### config.mk
export PLATFORM = sky130hd
export DESIGN_NAME = mem_wb_stage_flat
export DESIGN_NICKNAME = d
export VERILOG_FILES = /design/src/rtl/mem_wb_stage_if.sv /design/src/rtl/mem_wb_stage.sv /design/src/flat_wrapper.sv
export SDC_FILE = /design/constraint.sdc
export NUM_CORES = 1
export LEC_CHECK = 0
export BUFFER_PORTS_ARGS = -buffer_cell sky130_fd_sc_hd__buf_2
export CAP_MARGIN = 25
export CORE_ASPECT_RATIO = 2
export CORE_MARGIN = 2
export CORE_UTILIZATION = 35
export CTS_BUF_LIST = sky130_fd_sc_hd__clkbuf_4
export CTS_CLUSTER_SIZE = 20
export DETAILED_ROUTE_END_ITERATION = 8
export GPL_TIMING_DRIVEN = 1
export PLACE_DENSITY_LB_ADDON = 0.25
export SLEW_MARGIN = 0
export SYNTH_ARGS = -nofsm -noshare
export SYNTH_HDL_FRONTEND = slang
export SYNTH_SLANG_ARGS = --single-unit
### constraint.sdc
create_clock -name i_clk -period 1.9 [get_ports i_clk]
set_input_delay 0.38 -clock i_clk [delete_from_list [all_inputs] [get_ports i_clk]]
set_output_delay 0.38 -clock i_clk [all_outputs]
set_load 0.01 [all_outputs]
### src/rtl/mem_wb_stage_if.sv
// MEM->WB boundary bundle: MEM-stage results and control in, registered WB fields out.
// The stage binds to the slave modport and the producer/consumer side binds to master.
interface mem_wb_stage_if #(
   parameter int DW = 32,
   parameter int RW = 5
);
   logic [DW-1:0] i_data_aluresM;
   logic [DW-1:0] i_data_readM;
   logic          i_mem_rvalid;
   logic [RW-1:0] i_addr_writeregM;
   logic          i_con_regwriteM;
   logic          i_con_memtoregM;
   logic [2:0]    i_con_loadtypeM;
   logic          i_con_validM;
   logic          i_con_stallW;
   logic          i_con_flushW;

   logic [DW-1:0] o_data_aluresW;
   logic [DW-1:0] o_data_readW;
   logic          o_con_memtoregW;
   logic          o_con_regwriteW;
   logic [RW-1:0] o_addr_writeregW;
   logic          o_con_validW;
   logic          o_con_memwait;
   logic          o_con_misalign;

   modport slave (
      input  i_data_aluresM, i_data_readM, i_mem_rvalid, i_addr_writeregM,
             i_con_regwriteM, i_con_memtoregM, i_con_loadtypeM, i_con_validM,
             i_con_stallW, i_con_flushW,
      output o_data_aluresW, o_data_readW, o_con_memtoregW, o_con_regwriteW,
             o_addr_writeregW, o_con_validW, o_con_memwait, o_con_misalign
   );

   modport master (
      output i_data_aluresM, i_data_readM, i_mem_rvalid, i_addr_writeregM,
             i_con_regwriteM, i_con_memtoregM, i_con_loadtypeM, i_con_validM,
             i_con_stallW, i_con_flushW,
      input  o_data_aluresW, o_data_readW, o_con_memtoregW, o_con_regwriteW,
             o_addr_writeregW, o_con_validW, o_con_memwait, o_con_misalign
   );
endinterface

### src/rtl/mem_wb_stage.sv
// MEM->WB pipeline register: byte-lane load alignment/extension, misalign drop,
// and a load-wait FSM that bubbles WB and stalls upstream until the read word returns.
//
//   state   | meaning
//   IDLE    | no load outstanding
//   WAIT    | aligned load presented, data memory has not returned the word yet
module mem_wb_stage #(
   parameter int DW = 32,
   parameter int RW = 5
) (
   input logic           i_clk,
   input logic           i_rst,
   mem_wb_stage_if.slave bus
);

   localparam logic [0:0] ST_IDLE = 1'b0;
   localparam logic [0:0] ST_WAIT = 1'b1;

   localparam logic [2:0] LT_LH  = 3'b001;
   localparam logic [2:0] LT_LHU = 3'b010;
   localparam logic [2:0] LT_LB  = 3'b011;
   localparam logic [2:0] LT_LBU = 3'b100;

   logic [0:0]    state, state_nxt;
   logic          load, misalign, mem_wait;
   logic [1:0]    lane;
   logic [7:0]    byte_sel;
   logic [15:0]   half_sel;
   logic [DW-1:0] load_data;

   logic [DW-1:0] alures_q, read_q;
   logic [RW-1:0] writereg_q;
   logic          memtoreg_q, regwrite_q, valid_q, misalign_q;

   always_comb begin
      lane     = bus.i_data_aluresM[1:0];
      load     = bus.i_con_validM & bus.i_con_memtoregM;
      misalign = 1'b0;
      case (bus.i_con_loadtypeM)
         LT_LH, LT_LHU: misalign = load & lane[0];
         LT_LB, LT_LBU: misalign = 1'b0;
         default:       misalign = load & (lane != 2'b00);
      endcase
      // Misaligned loads are dropped, so they never hold the pipe for memory.
      mem_wait = ~i_rst & load & ~misalign & ~bus.i_mem_rvalid & ~bus.i_con_flushW;
   end

   always_comb begin
      byte_sel = 8'h00;
      case (lane)
         2'd0:    byte_sel = bus.i_data_readM[7:0];
         2'd1:    byte_sel = bus.i_data_readM[15:8];
         2'd2:    byte_sel = bus.i_data_readM[23:16];
         default: byte_sel = bus.i_data_readM[31:24];
      endcase
      half_sel = lane[1] ? bus.i_data_readM[31:16] : bus.i_data_readM[15:0];
      case (bus.i_con_loadtypeM)
         LT_LB:   load_data = {{(DW-8){byte_sel[7]}}, byte_sel};
         LT_LBU:  load_data = {{(DW-8){1'b0}}, byte_sel};
         LT_LH:   load_data = {{(DW-16){half_sel[15]}}, half_sel};
         LT_LHU:  load_data = {{(DW-16){1'b0}}, half_sel};
         default: load_data = bus.i_data_readM;
      endcase
   end

   always_comb begin
      state_nxt = state;
      if (bus.i_con_flushW) begin
         state_nxt = ST_IDLE;
      end else begin
         case (state)
            ST_IDLE: if (mem_wait) state_nxt = ST_WAIT;
            ST_WAIT: if (bus.i_mem_rvalid) state_nxt = ST_IDLE;
            default: state_nxt = ST_IDLE;
         endcase
      end
   end

   always_ff @(posedge i_clk) begin
      if (i_rst) begin
         state      <= ST_IDLE;
         alures_q   <= '0;
         read_q     <= '0;
         writereg_q <= '0;
         memtoreg_q <= 1'b0;
         regwrite_q <= 1'b0;
         valid_q    <= 1'b0;
         misalign_q <= 1'b0;
      end else if (bus.i_con_flushW) begin
         state      <= ST_IDLE;
         memtoreg_q <= 1'b0;
         regwrite_q <= 1'b0;
         valid_q    <= 1'b0;
         misalign_q <= 1'b0;
      end else if (bus.i_con_stallW) begin
         misalign_q <= 1'b0;
      end else if (mem_wait) begin
         // Bubble while the load word is outstanding; data fields keep their last value.
         state      <= state_nxt;
         memtoreg_q <= 1'b0;
         regwrite_q <= 1'b0;
         valid_q    <= 1'b0;
         misalign_q <= 1'b0;
      end else begin
         state      <= state_nxt;
         alures_q   <= bus.i_data_aluresM;
         read_q     <= load ? load_data : '0;
         writereg_q <= bus.i_addr_writeregM;
         memtoreg_q <= bus.i_con_memtoregM;
         regwrite_q <= bus.i_con_regwriteM & bus.i_con_validM & ~misalign;
         valid_q    <= bus.i_con_validM;
         misalign_q <= misalign;
      end
   end

   assign bus.o_data_aluresW   = alures_q;
   assign bus.o_data_readW     = read_q;
   assign bus.o_addr_writeregW = writereg_q;
   assign bus.o_con_memtoregW  = memtoreg_q;
   assign bus.o_con_regwriteW  = regwrite_q;
   assign bus.o_con_validW     = valid_q;
   assign bus.o_con_misalign   = misalign_q;
   assign bus.o_con_memwait    = mem_wait;

endmodule

### src/flat_wrapper.sv
// flat-port wrapper written by rule: the top's interface ports become plain ports
module mem_wb_stage_flat 
#(
   parameter int DW = 32,
   parameter int RW = 5
)
  (i_clk, i_rst, bus_i_data_aluresM, bus_i_data_readM, bus_i_mem_rvalid, bus_i_addr_writeregM, bus_i_con_regwriteM, bus_i_con_memtoregM, bus_i_con_loadtypeM, bus_i_con_validM, bus_i_con_stallW, bus_i_con_flushW, bus_o_data_aluresW, bus_o_data_readW, bus_o_con_memtoregW, bus_o_con_regwriteW, bus_o_addr_writeregW, bus_o_con_validW, bus_o_con_memwait, bus_o_con_misalign);
  mem_wb_stage_if #(.DW(DW), .RW(RW)) bus_i ();
  input logic i_clk;
  input logic i_rst;
  input wire logic [$bits(bus_i.i_data_aluresM)-1:0] bus_i_data_aluresM;
  input wire logic [$bits(bus_i.i_data_readM)-1:0] bus_i_data_readM;
  input wire logic [$bits(bus_i.i_mem_rvalid)-1:0] bus_i_mem_rvalid;
  input wire logic [$bits(bus_i.i_addr_writeregM)-1:0] bus_i_addr_writeregM;
  input wire logic [$bits(bus_i.i_con_regwriteM)-1:0] bus_i_con_regwriteM;
  input wire logic [$bits(bus_i.i_con_memtoregM)-1:0] bus_i_con_memtoregM;
  input wire logic [$bits(bus_i.i_con_loadtypeM)-1:0] bus_i_con_loadtypeM;
  input wire logic [$bits(bus_i.i_con_validM)-1:0] bus_i_con_validM;
  input wire logic [$bits(bus_i.i_con_stallW)-1:0] bus_i_con_stallW;
  input wire logic [$bits(bus_i.i_con_flushW)-1:0] bus_i_con_flushW;
  output wire logic [$bits(bus_i.o_data_aluresW)-1:0] bus_o_data_aluresW;
  output wire logic [$bits(bus_i.o_data_readW)-1:0] bus_o_data_readW;
  output wire logic [$bits(bus_i.o_con_memtoregW)-1:0] bus_o_con_memtoregW;
  output wire logic [$bits(bus_i.o_con_regwriteW)-1:0] bus_o_con_regwriteW;
  output wire logic [$bits(bus_i.o_addr_writeregW)-1:0] bus_o_addr_writeregW;
  output wire logic [$bits(bus_i.o_con_validW)-1:0] bus_o_con_validW;
  output wire logic [$bits(bus_i.o_con_memwait)-1:0] bus_o_con_memwait;
  output wire logic [$bits(bus_i.o_con_misalign)-1:0] bus_o_con_misalign;
  assign bus_i.i_data_aluresM = bus_i_data_aluresM;
  assign bus_i.i_data_readM = bus_i_data_readM;
  assign bus_i.i_mem_rvalid = bus_i_mem_rvalid;
  assign bus_i.i_addr_writeregM = bus_i_addr_writeregM;
  assign bus_i.i_con_regwriteM = bus_i_con_regwriteM;
  assign bus_i.i_con_memtoregM = bus_i_con_memtoregM;
  assign bus_i.i_con_loadtypeM = bus_i_con_loadtypeM;
  assign bus_i.i_con_validM = bus_i_con_validM;
  assign bus_i.i_con_stallW = bus_i_con_stallW;
  assign bus_i.i_con_flushW = bus_i_con_flushW;
  assign bus_o_data_aluresW = bus_i.o_data_aluresW;
  assign bus_o_data_readW = bus_i.o_data_readW;
  assign bus_o_con_memtoregW = bus_i.o_con_memtoregW;
  assign bus_o_con_regwriteW = bus_i.o_con_regwriteW;
  assign bus_o_addr_writeregW = bus_i.o_addr_writeregW;
  assign bus_o_con_validW = bus_i.o_con_validW;
  assign bus_o_con_memwait = bus_i.o_con_memwait;
  assign bus_o_con_misalign = bus_i.o_con_misalign;
  mem_wb_stage #(.DW(DW), .RW(RW)) u_core (.i_clk(i_clk), .i_rst(i_rst), .bus(bus_i));
endmodule
==> results.md, run 1 <==
| Item | Reported |
| --- | --- |
| Share of total power in sequential cells | 46.7% |
| Number of pins with negative max-slew slack in the final report | 0 |
| Distinct cell type count after synthesis | 45 |
| Type of element launching the critical path | input port |
| Total area of multi-input combinational cells | 2310 µm² |
| FMAX | 581 MHz |
| Result of the run | completed |
| Antenna violations before repair | 1 |
| Internal Dissipation | 2.44 mW |
| Number of nets in the finished design | 685 |
| Max_cap viols | 0 |
| Boundary Pins | 154 |
| Pleak | 2.34 nW |
| Min Clock Period, post-route | 1.72 ns |
| Setup TNS | 0 ns |
| Placer congestion estimate | 0.834 |
| Rel. slew slack | 63.1% |
| Most used flip-flop cell after synthesis | sky130_fd_sc_hd__dfxtp_1 |
| Post-layout utilization of the core | 46.0% |
| Leftover overflow at the end of global routing | 0 |
| Die ar. | 12,400 µm² |
| Worst endpoint required time | 1.52 ns |
| Crit Path Max Fanout | 9 |
| Largest cells by area after synthesis | sky130_fd_sc_hd__dfxtp_1, sky130_fd_sc_hd__mux2i_1, sky130_fd_sc_hd__nand2b_1 |
| Top cell type by total area after synthesis | sky130_fd_sc_hd__dfxtp_1 |
| # Post-CTS Setup Buffers | 0 |
| Share of the synthesized area in the top cell type | 36.3% |
| Combinational cell fraction of total power | 20.7% |
| Delay contributed by the slowest stage of the critical path | 0.22 ns |
| Switching power as a share of total power | 29.4% |
| Cell at the root of the clock tree | sky130_fd_sc_hd__clkbuf_4 |
| Port-buffer cells | 153 |
| Count of flip-flops with a built-in enable after synthesis | 0 |
| Clock edge transition at the registers on the reported setup and hold paths | 0.14 ns |
| Library cell appearing most often on the critical path | sky130_fd_sc_hd__buf_2 |
| Fraction of the yosys area taken by sequential cells | 36.3% |
| Die Wd | 79.8 µm |
| Clock network latency to the later pin of the worst-skew pair | 0.41 ns |
| Setup Skew | 0 ns |
| Ratio of cells with drive above 1 in the final layout | 35.9% |
| Number of fill cells in the layout | 1,150 |
| Slowest CP cell | sky130_fd_sc_hd__a21o_4 |
| Deepest level of the CTS H-tree | 3 |
| GRT Overall Usage | 19.6% |
| Synthesized Nets | 528 |
| Share of the clock period used by the worst path | 90.7% |
| Vias after detailed routing | 3,926 |
| Number of global-route vias before repair | 4,014 |
| Detailed router's first-iteration violation count | 103 |
| Remaining number of nets flagged by the antenna check after routing | 0 |
| Synthesized flop and latch total | 73 |
| Global-route wire length before repair | 19,000 µm |
| WL final | 12,100 µm |
| Clock network power share | 32.6% |
| Post-route total power | 3.46 mW |
| Avg Synthesized Cell Area | 8.98 µm² |
| Clock tree from TritonCTS | built |
| Number of detailed-routing iterations run before antenna repair | 4 |
| Element type at the critical path end | output port |
| Die Height | 156 µm |
| Placeable core region | 11,300 µm² |
| Setup repair after global routing missed its margin | false |
| Critical path type | input port to output port |
| CTS Buf Count | 9 |
| P_sw | 1.02 mW |
| Pwr per Cell Area | 666 nW/µm² |
| Sequential cell area | 1460 µm² |
| Actual slew at the worst max-slew pin | 0.554 ns |
| Worst hold-check path type | input port to register |
| Synthesized instance count | 448 |
| Final hold violation count | 0 |
| Peak supply drop | 0.531 mV |
| Number of setup violations in the final report | 0 |
| Synth warnings | 0 |
| Cells traversed along the worst timing path | buf_2 > nor2_1 > a21oi_2 > a21o_4 > nor4_2 > buf_2 |
| Wirelength per Cell | 16.0 µm |
| Pin count of the biggest net entering global routing | 76 |
| Mapped Area | 4030 µm² |
| Half-perimeter wire length after detailed placement | 9370 µm |
| Number of buffers on the longest clock path | 2 |
| CTS sink cnt | 73 |
| Row cnt | 55 |
| Number of DRC violations after detailed routing | 0 |
| Synth async-reset ratio | 0% |
| Routed via count divided by cell count | 5.21 |
| Layout overhead on the synthesized area | 29.0% |
| Starting utilization of the core area | 35.7% |
| Critical path arrival | 1.34 ns |
## cell usage after synthesis, types with 2 or more instances
library cell,count
sky130_fd_sc_hd__o2bb2ai_2,10
sky130_fd_sc_hd__inv_1,11
sky130_fd_sc_hd__nand2_1,27
sky130_fd_sc_hd__o21ai_0,10
sky130_fd_sc_hd__o22ai_1,7
sky130_fd_sc_hd__buf_6,9
sky130_fd_sc_hd__nor4_1,2
sky130_fd_sc_hd__clkbuf_1,14
sky130_fd_sc_hd__nand2_2,2
sky130_fd_sc_hd__dfxtp_1,73
sky130_fd_sc_hd__nand2b_1,75
sky130_fd_sc_hd__o2bb2ai_1,14
sky130_fd_sc_hd__nor3_1,3
sky130_fd_sc_hd__nor2_1,37
sky130_fd_sc_hd__mux2i_1,47
sky130_fd_sc_hd__buf_2,8
sky130_fd_sc_hd__xnor2_1,2
sky130_fd_sc_hd__a22oi_1,8
sky130_fd_sc_hd__nor2_2,2
sky130_fd_sc_hd__nor2b_1,10
sky130_fd_sc_hd__o32ai_1,8
sky130_fd_sc_hd__a21oi_1,27
sky130_fd_sc_hd__a211oi_1,17
sky130_fd_sc_hd__buf_4,4
## metal layers
layer,vias up,track usage [%],wire (µm)
met5,-,0,0
met4,0,11.2,514
met3,26,4.80,763
met2,161,38.1,6620
met1,1854,17.5,4160
li1,1885,-,-
## worst paths after layout
path / from / to / slack (ns) / depth (start not counted)
setup / recovery: bus_i_data_aluresM[1] / bus_o_con_memwait / 0.18 / 6
hold / removal: bus_i_data_aluresM[31] / u_core.bus.o_data_aluresW[31]$_SDFFE_PP0P_ / 0.20 / 3
setup reg to reg: u_core.bus.o_con_memtoregW$_SDFFE_PP0N_ / u_core.bus.o_con_memtoregW$_SDFFE_PP0N_ / 1.02 / 2
hold reg to reg: u_core.bus.o_data_readW[13]$_SDFFE_PP0P_ / u_core.bus.o_data_readW[13]$_SDFFE_PP0P_ / 0.47 / 2
## power groups by stage
stage | Clock [mW] | Combinational [mW] | Sequential [mW]
6_report | 1.13 | 0.716 | 1.62
5_1_grt | 1.25 | 0.779 | 1.62
4_1_cts | 1.17 | 0.719 | 1.62
3_5_place_dp | 0 | 0.718 | 1.65
3_3_place_gp | 0 | 0.697 | 1.65
2_1_floorplan | 0 | 0.398 | 1.68
## kinds of logic after synthesis
| kind of cell | count (synthesis) | share of synthesized area [%] |
|---|---|---|
| compound gates | 113 | 22.4 |
| buf+inv | 46 | 6.59 |
| flops | 73 | 36.3 |
| simple gates | 165 | 21.9 |
| xor+xnor | 2 | 0.435 |
| mux | 49 | 12.3 |
## worst max-delay path, delay by kind of cell
| kind | cells | cell delay, ns |
|---|---|---|
| simple gates | 2 | 0.32 |
| buf+inv | 2 | 0.36 |
| compound gates | 2 | 0.28 |
## cell type report
type / count / area share (%)
Clock buffer: 9 / 1.30
Sequential cell: 73 / 28.1
Clock inverter: 7 / 1.78
Tap cell: 142 / 3.42
Multi-Input combinational cell: 329 / 44.5
Inverter: 11 / 0.795
Timing Repair Buffer: 181 / 20.0
Antenna cell: 1 / 0.0482
## flip-flops by register name, summed over array words and instances (netlist names)
register	count
u_core.bus.o_data_aluresW	32
u_core.bus.o_data_readW	32
u_core.bus.o_addr_writeregW	5
u_core.bus.o_con_memtoregW	1
u_core.bus.o_con_misalign	1
u_core.bus.o_con_regwriteW	1
u_core.bus.o_con_validW	1
## through the flow
stage	std cells	hold slack, ns	area [µm²]	setup slack, ns
floorplan	448	0.458	4030	0.126
global placement	736	0.442	5020	0.0380
detailed placement	736	0.446	5020	0.0111
CTS	752	0.148	5180	0.0743
global route	753	0.149	5190	0.0456
finish	753	0.200	5190	0.177
## layout by cell type, fill, tap and decap left out, types with 2 or more instances in the layout
master                      synthesis  routed
sky130_fd_sc_hd__inv_6              0       2
sky130_fd_sc_hd__nand2b_1          75      75
sky130_fd_sc_hd__buf_2              8     153
sky130_fd_sc_hd__a21oi_1           27      27
sky130_fd_sc_hd__nor2_1            37      37
sky130_fd_sc_hd__buf_4              4      23
sky130_fd_sc_hd__mux2i_1           47      47
sky130_fd_sc_hd__clkinv_1           0       2
sky130_fd_sc_hd__nand2_1           27      27
sky130_fd_sc_hd__clkbuf_4           0       9
sky130_fd_sc_hd__o2bb2ai_1         14      14
sky130_fd_sc_hd__nand2_2            2       2
sky130_fd_sc_hd__o21ai_0           10      10
sky130_fd_sc_hd__o22ai_1            7       7
sky130_fd_sc_hd__bufinv_16          0       2
sky130_fd_sc_hd__nor2_2             2       2
sky130_fd_sc_hd__inv_1             11      11
sky130_fd_sc_hd__nor3_1             3       3
sky130_fd_sc_hd__xnor2_1            2       2
sky130_fd_sc_hd__o2bb2ai_2         10      10
sky130_fd_sc_hd__a211oi_1          17      17
sky130_fd_sc_hd__o32ai_1            8       8
sky130_fd_sc_hd__dfxtp_1           73      73
sky130_fd_sc_hd__a22oi_1            8       8
sky130_fd_sc_hd__buf_12             0       5
sky130_fd_sc_hd__nor2b_1           10      10
## timing repair
action	CTS	global route
gates resized for setup	0	1
hold endpoints to repair	0	0
hold buffers	0	0
setup endpoints to repair	0	1
Note: power is estimated with default switching activity, not from simulation.
==> run 2: changes to the inputs <==
Settings changed: PLACE_DENSITY from default to 0.58, PLACE_DENSITY_LB_ADDON 0.25 to default.
==> results.md, run 2 (synthesis gave the netlist of run 1 again) <==
| Item | Reported |
| --- | --- |
| Result of the run | completed |
| Number of cells in the design after placement | 738 |
| Die Wd | 79.8 µm |
| Path depth of the worst reg2reg path | 2 |
| Number of detailed-routing iterations run before antenna repair | 4 |
| Port-buffer cells | 153 |
| Detailed router's first-iteration violation count | 198 |
| Critical path type | input port to output port |
| Worst R2R End | u_core.bus.o_con_memtoregW$_SDFFE_PP0N_ |
| Number of DRC violations after detailed routing | 0 |
| Min Clock Period, post-route | 1.83 ns |
| Element type at the critical path end | output port |
| Final std cells w/o fill | 754 |
| Pwr per Cell Area | 634 nW/µm² |
| Launching point of the worst reg2reg path | u_core.bus.o_con_memtoregW$_SDFFE_PP0N_ |
| Leftover overflow at the end of global routing | 0 |
| CTS Buf Count | 9 |
| Clock tree from TritonCTS | built |
| Clock edge transition at the registers on the reported setup and hold paths | 0.12 ns |
| Post-route total power | 3.27 mW |
| Layout overhead on the synthesized area | 28.3% |
| Worst endpoint required time | 1.52 ns |
| Final design instance area without fill | 5160 µm² |
| Setup Skew | 0 ns |
| CTS sink cnt | 73 |
| Antenna violations before repair | 1 |
| Pin count of the biggest net entering global routing | 75 |
| Placer congestion estimate | 0.844 |
| Boundary Pins | 154 |
| Max_cap viols | 0 |
| Actual slew at the worst max-slew pin | 0.611 ns |
| Peak supply drop | 0.435 mV |
| Number of cells on the worst hold path | 3 |
| Wirelength per Cell | 15.7 µm |
| WL final | 11,800 µm |
| Placed Instance Area | 5030 µm² |
| Worst hold slack across all endpoints | 0.206 ns |
| Number of pins with negative max-slew slack in the final report | 0 |
| Highest-count cells in the layout ignoring fill and taps | sky130_fd_sc_hd__buf_2, sky130_fd_sc_hd__nand2b_1, sky130_fd_sc_hd__dfxtp_1 |
| Rel. slew slack | 59.3% |
| Number of global-route vias before repair | 3,858 |
| Ratio of cells with drive above 1 in the final layout | 36.0% |
| Die Height | 156 µm |
| Setup repair after global routing missed its margin | false |
| # Post-CTS Setup Buffers | 0 |
| Number of nets in the finished design | 687 |
| Number of setup violations in the final report | 0 |
| Pleak | 2.32 nW |
| Final hold violation count | 0 |
| End point of the most critical hold path | u_core.bus.o_data_aluresW[23]$_SDFFE_PP0P_ |
| Number of buffers on the longest clock path | 2 |
| Row cnt | 55 |
| Clock network latency to the later pin of the worst-skew pair | 0.41 ns |
| Remaining number of nets flagged by the antenna check after routing | 0 |
| Vias after detailed routing | 3,847 |
| Worst hold-check path type | input port to register |
| Startpoint of the tightest hold check path | bus_i_data_aluresM[23] |
| Die ar. | 12,400 µm² |
| FMAX | 548 MHz |
| Type of element launching the critical path | input port |
| Worst-case register-to-register setup slack | 1.00 ns |
| Placeable core region | 11,300 µm² |
| Routed via count divided by cell count | 5.10 |
| Share of the clock period used by the worst path | 96.1% |
| Critical path arrival | 1.45 ns |
| Global-route wire length before repair | 18,800 µm |
| Crit Path Max Fanout | 4 |
| Half-perimeter wire length after detailed placement | 9250 µm |
| GRT Overall Usage | 19.3% |
| Deepest level of the CTS H-tree | 3 |
| Cell at the root of the clock tree | sky130_fd_sc_hd__clkbuf_4 |
| Leading cell type in the layout, fill and taps excluded | sky130_fd_sc_hd__buf_2 |
| Starting utilization of the core area | 35.7% |
| CTS Hold Bufs | 0 |
## run 2: cell count changes in the layout (fill, tap and decap cells not counted), sizes merged
cell	previous run	this run
buf	181	183
clkinvlp	1	3
inv	13	11
bufinv	2	1
## run 2: what timing repair did
item                                    in CTS  in global routing
endpoints found under the setup margin       1                  0
gates resized for setup                      1                  0
hold endpoints to repair                     0                  0
## run 2: worst max-delay path by stage
stage	start	end	depth (start not counted)
finish	bus_i_con_loadtypeM[0]	bus_o_con_memwait	6
floorplan	bus_i_con_loadtypeM[0]	bus_o_con_memwait	5
detailed placement	bus_i_con_loadtypeM[0]	u_core.bus.o_data_readW[10]$_SDFFE_PP0P_	6
global route	bus_i_con_loadtypeM[0]	bus_o_con_memwait	6
global placement	bus_i_con_loadtypeM[0]	u_core.bus.o_data_readW[11]$_SDFFE_PP0P_	6
CTS	bus_i_con_loadtypeM[0]	bus_o_con_memwait	6
## run 2: worst max-delay path, cell delays in order
cell                      delay (ns)
sky130_fd_sc_hd__buf_2          0.12
sky130_fd_sc_hd__nor2_2         0.19
sky130_fd_sc_hd__a21oi_2        0.13
sky130_fd_sc_hd__a21o_4         0.23
sky130_fd_sc_hd__nor4_2         0.18
sky130_fd_sc_hd__buf_2          0.20
## run 2: power breakdown
part	total (mW)	leakage [nW]	switching, mW	internal, mW
clock	0.947	0.0591	0.562	0.385
combinational	0.711	1.67	0.389	0.323
sequential	1.62	0.594	0.0294	1.59
## run 2: layout make-up
cell class / count / area (µm²)
Clock buffer: 9 / 67.6
Antenna cell: 1 / 2.50
Inverter: 11 / 41.3
Timing Repair Buffer: 183 / 1040
Clock inverter: 6 / 60.1
Tap cell: 142 / 178
Multi-Input combinational cell: 329 / 2310
Fill cell: 1141 / 6120
Sequential cell: 73 / 1460
## run 2: through the flow
stage | utilization (%) | TNS, ns | setup slack [ns]
2_1_floorplan | - | 0 | 0.126
3_3_place_gp | 44.5 | 0 | 0.0466
3_5_place_dp | 44.5 | -0.0828 | -0.0214
4_1_cts | 45.7 | 0 | 0.0677
5_1_grt | 45.8 | 0 | 0.0207
6_report | 45.8 | 0 | 0.0742
## run 2: routing by layer
metal | part of all wire (%) | up-vias | track usage (%)
li1 | - | 1889 | -
met1 | 35 | 1773 | 18.2
met2 | 54 | 161 | 35.8
met3 | 6.5 | 24 | 4.63
met4 | 4.6 | 0 | 12.3
met5 | 0 | - | 0
==> run 3: changes to the inputs <==
Settings changed: ABC_AREA from default to 1, PLACE_DENSITY 0.58 to 0.59, TNS_END_PERCENT from default to 1.
==> results.md, run 3 <==
| Item | Reported |
| --- | --- |
| Pleak | 2.63 nW |
| Count of flip-flops with a built-in enable after synthesis | 0 |
| CTS Hold Bufs | 0 |
| Synthesized-area fraction occupied by adder cells | 0% |
| Starting utilization of the core area | 35.6% |
| Number of fill cells in the layout | 1,204 |
| Post-route total power | 3.68 mW |
| Final design instance area without fill | 4930 µm² |
| Top cell type by total area after synthesis | sky130_fd_sc_hd__dfxtp_1 |
| Number of buffers on the longest clock path | 2 |
| Die Wd | 78.2 µm |
| Largest cells by area after synthesis | sky130_fd_sc_hd__dfxtp_1, sky130_fd_sc_hd__nand2_1, sky130_fd_sc_hd__nor2_1 |
| Rel. slew slack | 58.5% |
| Clock edge transition at the registers on the reported setup and hold paths | 0.12 ns |
| Critical path arrival | 1.34 ns |
| Deepest level of the CTS H-tree | 3 |
| Post-layout utilization of the core | 45.6% |
| Global-route wire length before repair | 19,500 µm |
| Boundary Pins | 154 |
| Share of the clock period used by the worst path | 90.7% |
| Avg Synthesized Cell Area | 6.44 µm² |
| Slowest CP cell | sky130_fd_sc_hd__nand3_1 |
| Leftover overflow at the end of global routing | 0 |
| P_sw | 1.08 mW |
| CTS sink cnt | 73 |
| Main combinational cell family by area after synthesis | simple AND/OR/NAND/NOR gates |
| Fraction of the yosys area taken by sequential cells | 37.9% |
| Row cnt | 54 |
| Switching power as a share of total power | 29.3% |
| FMAX | 580 MHz |
| Number of global-route vias before repair | 4,028 |
| Distinct cell type count after synthesis | 23 |
| Number of pins with negative max-slew slack in the final report | 0 |
| Sequential cell area | 1460 µm² |
| Peak supply drop | 0.300 mV |
| Most instantiated cells after synthesis | sky130_fd_sc_hd__nand2_1, sky130_fd_sc_hd__nor2_1, sky130_fd_sc_hd__dfxtp_1, sky130_fd_sc_hd__inv_1, sky130_fd_sc_hd__a21oi_1 |
| Clock network power share | 34.6% |
| Clock network latency to the later pin of the worst-skew pair | 0.43 ns |
| Layout overhead on the synthesized area | 28.0% |
| WP buf/inv | 4 |
| Complex-gate fraction of the synthesized area | 15.5% |
| Placed Instance Area | 4740 µm² |
| Pin count of the biggest net entering global routing | 54 |
| Setup Skew | 0 ns |
| # Post-CTS Setup Buffers | 0 |
| Internal Dissipation | 2.60 mW |
| Mapped Area | 3850 µm² |
| Leading cell type in the layout, fill and taps excluded | sky130_fd_sc_hd__buf_2 |
| Element type at the critical path end | output port |
| Max_cap viols | 0 |
| Cells traversed along the worst timing path | buf_2 > inv_2 > nand3_1 > nand2_4 > nor2_4 > nand2_4 > nand3_1 > inv_1 > buf_2 |
| Worst endpoint required time | 1.52 ns |
| WL final | 12,400 µm |
| Synthesized instance count | 598 |
| Crit Path Max Fanout | 5 |
| Type of element launching the critical path | input port |
| Placeable core region | 10,800 µm² |
| Post-synthesis mux area share | 0% |
| Port-buffer cells | 153 |
| Total area of multi-input combinational cells | 1950 µm² |
| Critical path type | input port to output port |
| Synth async-reset ratio | 0% |
| GRT Overall Usage | 20.6% |
| Final hold violation count | 0 |
| Synthesized Nets | 678 |
| Share of total power in sequential cells | 44.9% |
| Number of DRC violations after detailed routing | 0 |
| Critical path's top delay family | simple AND/OR/NAND/NOR gates |
| Remaining number of nets flagged by the antenna check after routing | 0 |
| Number of setup violations in the final report | 0 |
| Dominant cell by count in the synthesized netlist | sky130_fd_sc_hd__nand2_1 |
| Ratio of cells with drive above 1 in the final layout | 27.2% |
| Half-perimeter wire length after detailed placement | 9380 µm |
| Highest-count cells in the layout ignoring fill and taps | sky130_fd_sc_hd__buf_2, sky130_fd_sc_hd__nand2_1, sky130_fd_sc_hd__nor2_1 |
| Die Height | 152 µm |
| Routed via count divided by cell count | 4.81 |
| Synth Area in Simple Gates | 35.0% |
| Share of the synthesized area in the top cell type | 37.9% |
| Number of nets in the finished design | 828 |
| Vias after detailed routing | 4,298 |
| Detailed router's first-iteration violation count | 206 |
| Min Clock Period, post-route | 1.72 ns |
| Result of the run | completed |
| Most used flip-flop cell after synthesis | sky130_fd_sc_hd__dfxtp_1 |
| Delay contributed by the slowest stage of the critical path | 0.15 ns |
| Xor/xnor share of the synthesized area | 0% |
| Synth warnings | 0 |
| Die ar. | 11,900 µm² |
| Wirelength per Cell | 13.8 µm |
| Cells resized by post-CTS repair | 0 |
| Setup TNS | 0 ns |
| Setup repair after global routing missed its margin | false |
| Number of detailed-routing iterations run before antenna repair | 5 |
| CTS Buf Count | 9 |
| Clock tree from TritonCTS | built |
| Pwr per Cell Area | 747 nW/µm² |
| Worst hold-check path type | input port to register |
| Combinational cell fraction of total power | 20.5% |
| Placer congestion estimate | 0.958 |
| Actual slew at the worst max-slew pin | 0.621 ns |
| Synthesized flop and latch total | 73 |
| Cell at the root of the clock tree | sky130_fd_sc_hd__clkbuf_4 |
| Antenna violations before repair | 1 |
run 3: per-layer routing:
layer | track usage (%) | up-vias | wire, µm
met1 | 22.6 | 1935 | 4740
li1 | - | 2202 | -
met5 | 0 | - | 0
met4 | 9.52 | 0 | 369
met3 | 3.44 | 25 | 634
met2 | 37.7 | 136 | 6630
run 3: worst paths after layout:
| kind | from | endpoint | slack [ns] | cells past startpoint |
|---|---|---|---|---|
| worst max-delay path | bus_i_con_loadtypeM[2] | bus_o_con_memwait | 0.18 | 9 |
| worst min-delay path | bus_i_addr_writeregM[0] | u_core.bus.o_addr_writeregW[0]$_SDFFE_PP0P_ | 0.18 | 3 |
| worst max register to register | u_core.bus.o_data_readW[15]$_SDFFE_PP0P_ | u_core.bus.o_data_readW[15]$_SDFFE_PP0P_ | 1.22 | 4 |
| worst min register to register | u_core.bus.o_data_readW[26]$_SDFFE_PP0P_ | u_core.bus.o_data_readW[26]$_SDFFE_PP0P_ | 0.47 | 2 |
run 3: cell families after synthesis:
family | after synthesis
buffers and inverters | 94
and+or+nand+nor | 314
DFF | 73
AOI/OAI and AO/OA | 117
run 3: per-stage QoR:
| step | hold slack, ns | setup slack, ns | std cells |
|---|---|---|---|
| 6_report | 0.182 | 0.177 | 894 |
| 5_1_grt | 0.179 | 0.0878 | 894 |
| 3_5_place_dp | 0.453 | 0.124 | 877 |
| 4_1_cts | 0.157 | 0.201 | 893 |
| 3_3_place_gp | 0.454 | 0.165 | 877 |
| 2_1_floorplan | 0.458 | 0.290 | 598 |
run 3: layout make-up:
type	count	area share, %
Clock buffer	11	1.68
Inverter	59	4.49
Multi-Input combinational cell	431	39.5
Timing Repair Buffer	174	19.0
Tap cell	140	3.55
Clock inverter	5	2.11
Sequential cell	73	29.6
Antenna cell	1	0.0508
run 3: worst register-to-register path, cell delays in order, from the launching register on:
cell and delay, ns:
sky130_fd_sc_hd__dfxtp_1 0.39, sky130_fd_sc_hd__inv_1 0.05, sky130_fd_sc_hd__nand2_1 0.06, sky130_fd_sc_hd__nand2_1 0.05
sky130_fd_sc_hd__nor2_1 0.09
run 3: power by group through the flow:
stage	clock, mW	sequential [mW]	combinational, mW
finish	1.27	1.65	0.754
floorplan	0	1.73	0.422
global placement	0	1.69	0.743
CTS	1.32	1.66	0.754
global route	1.37	1.67	0.841
detailed placement	0	1.69	0.751
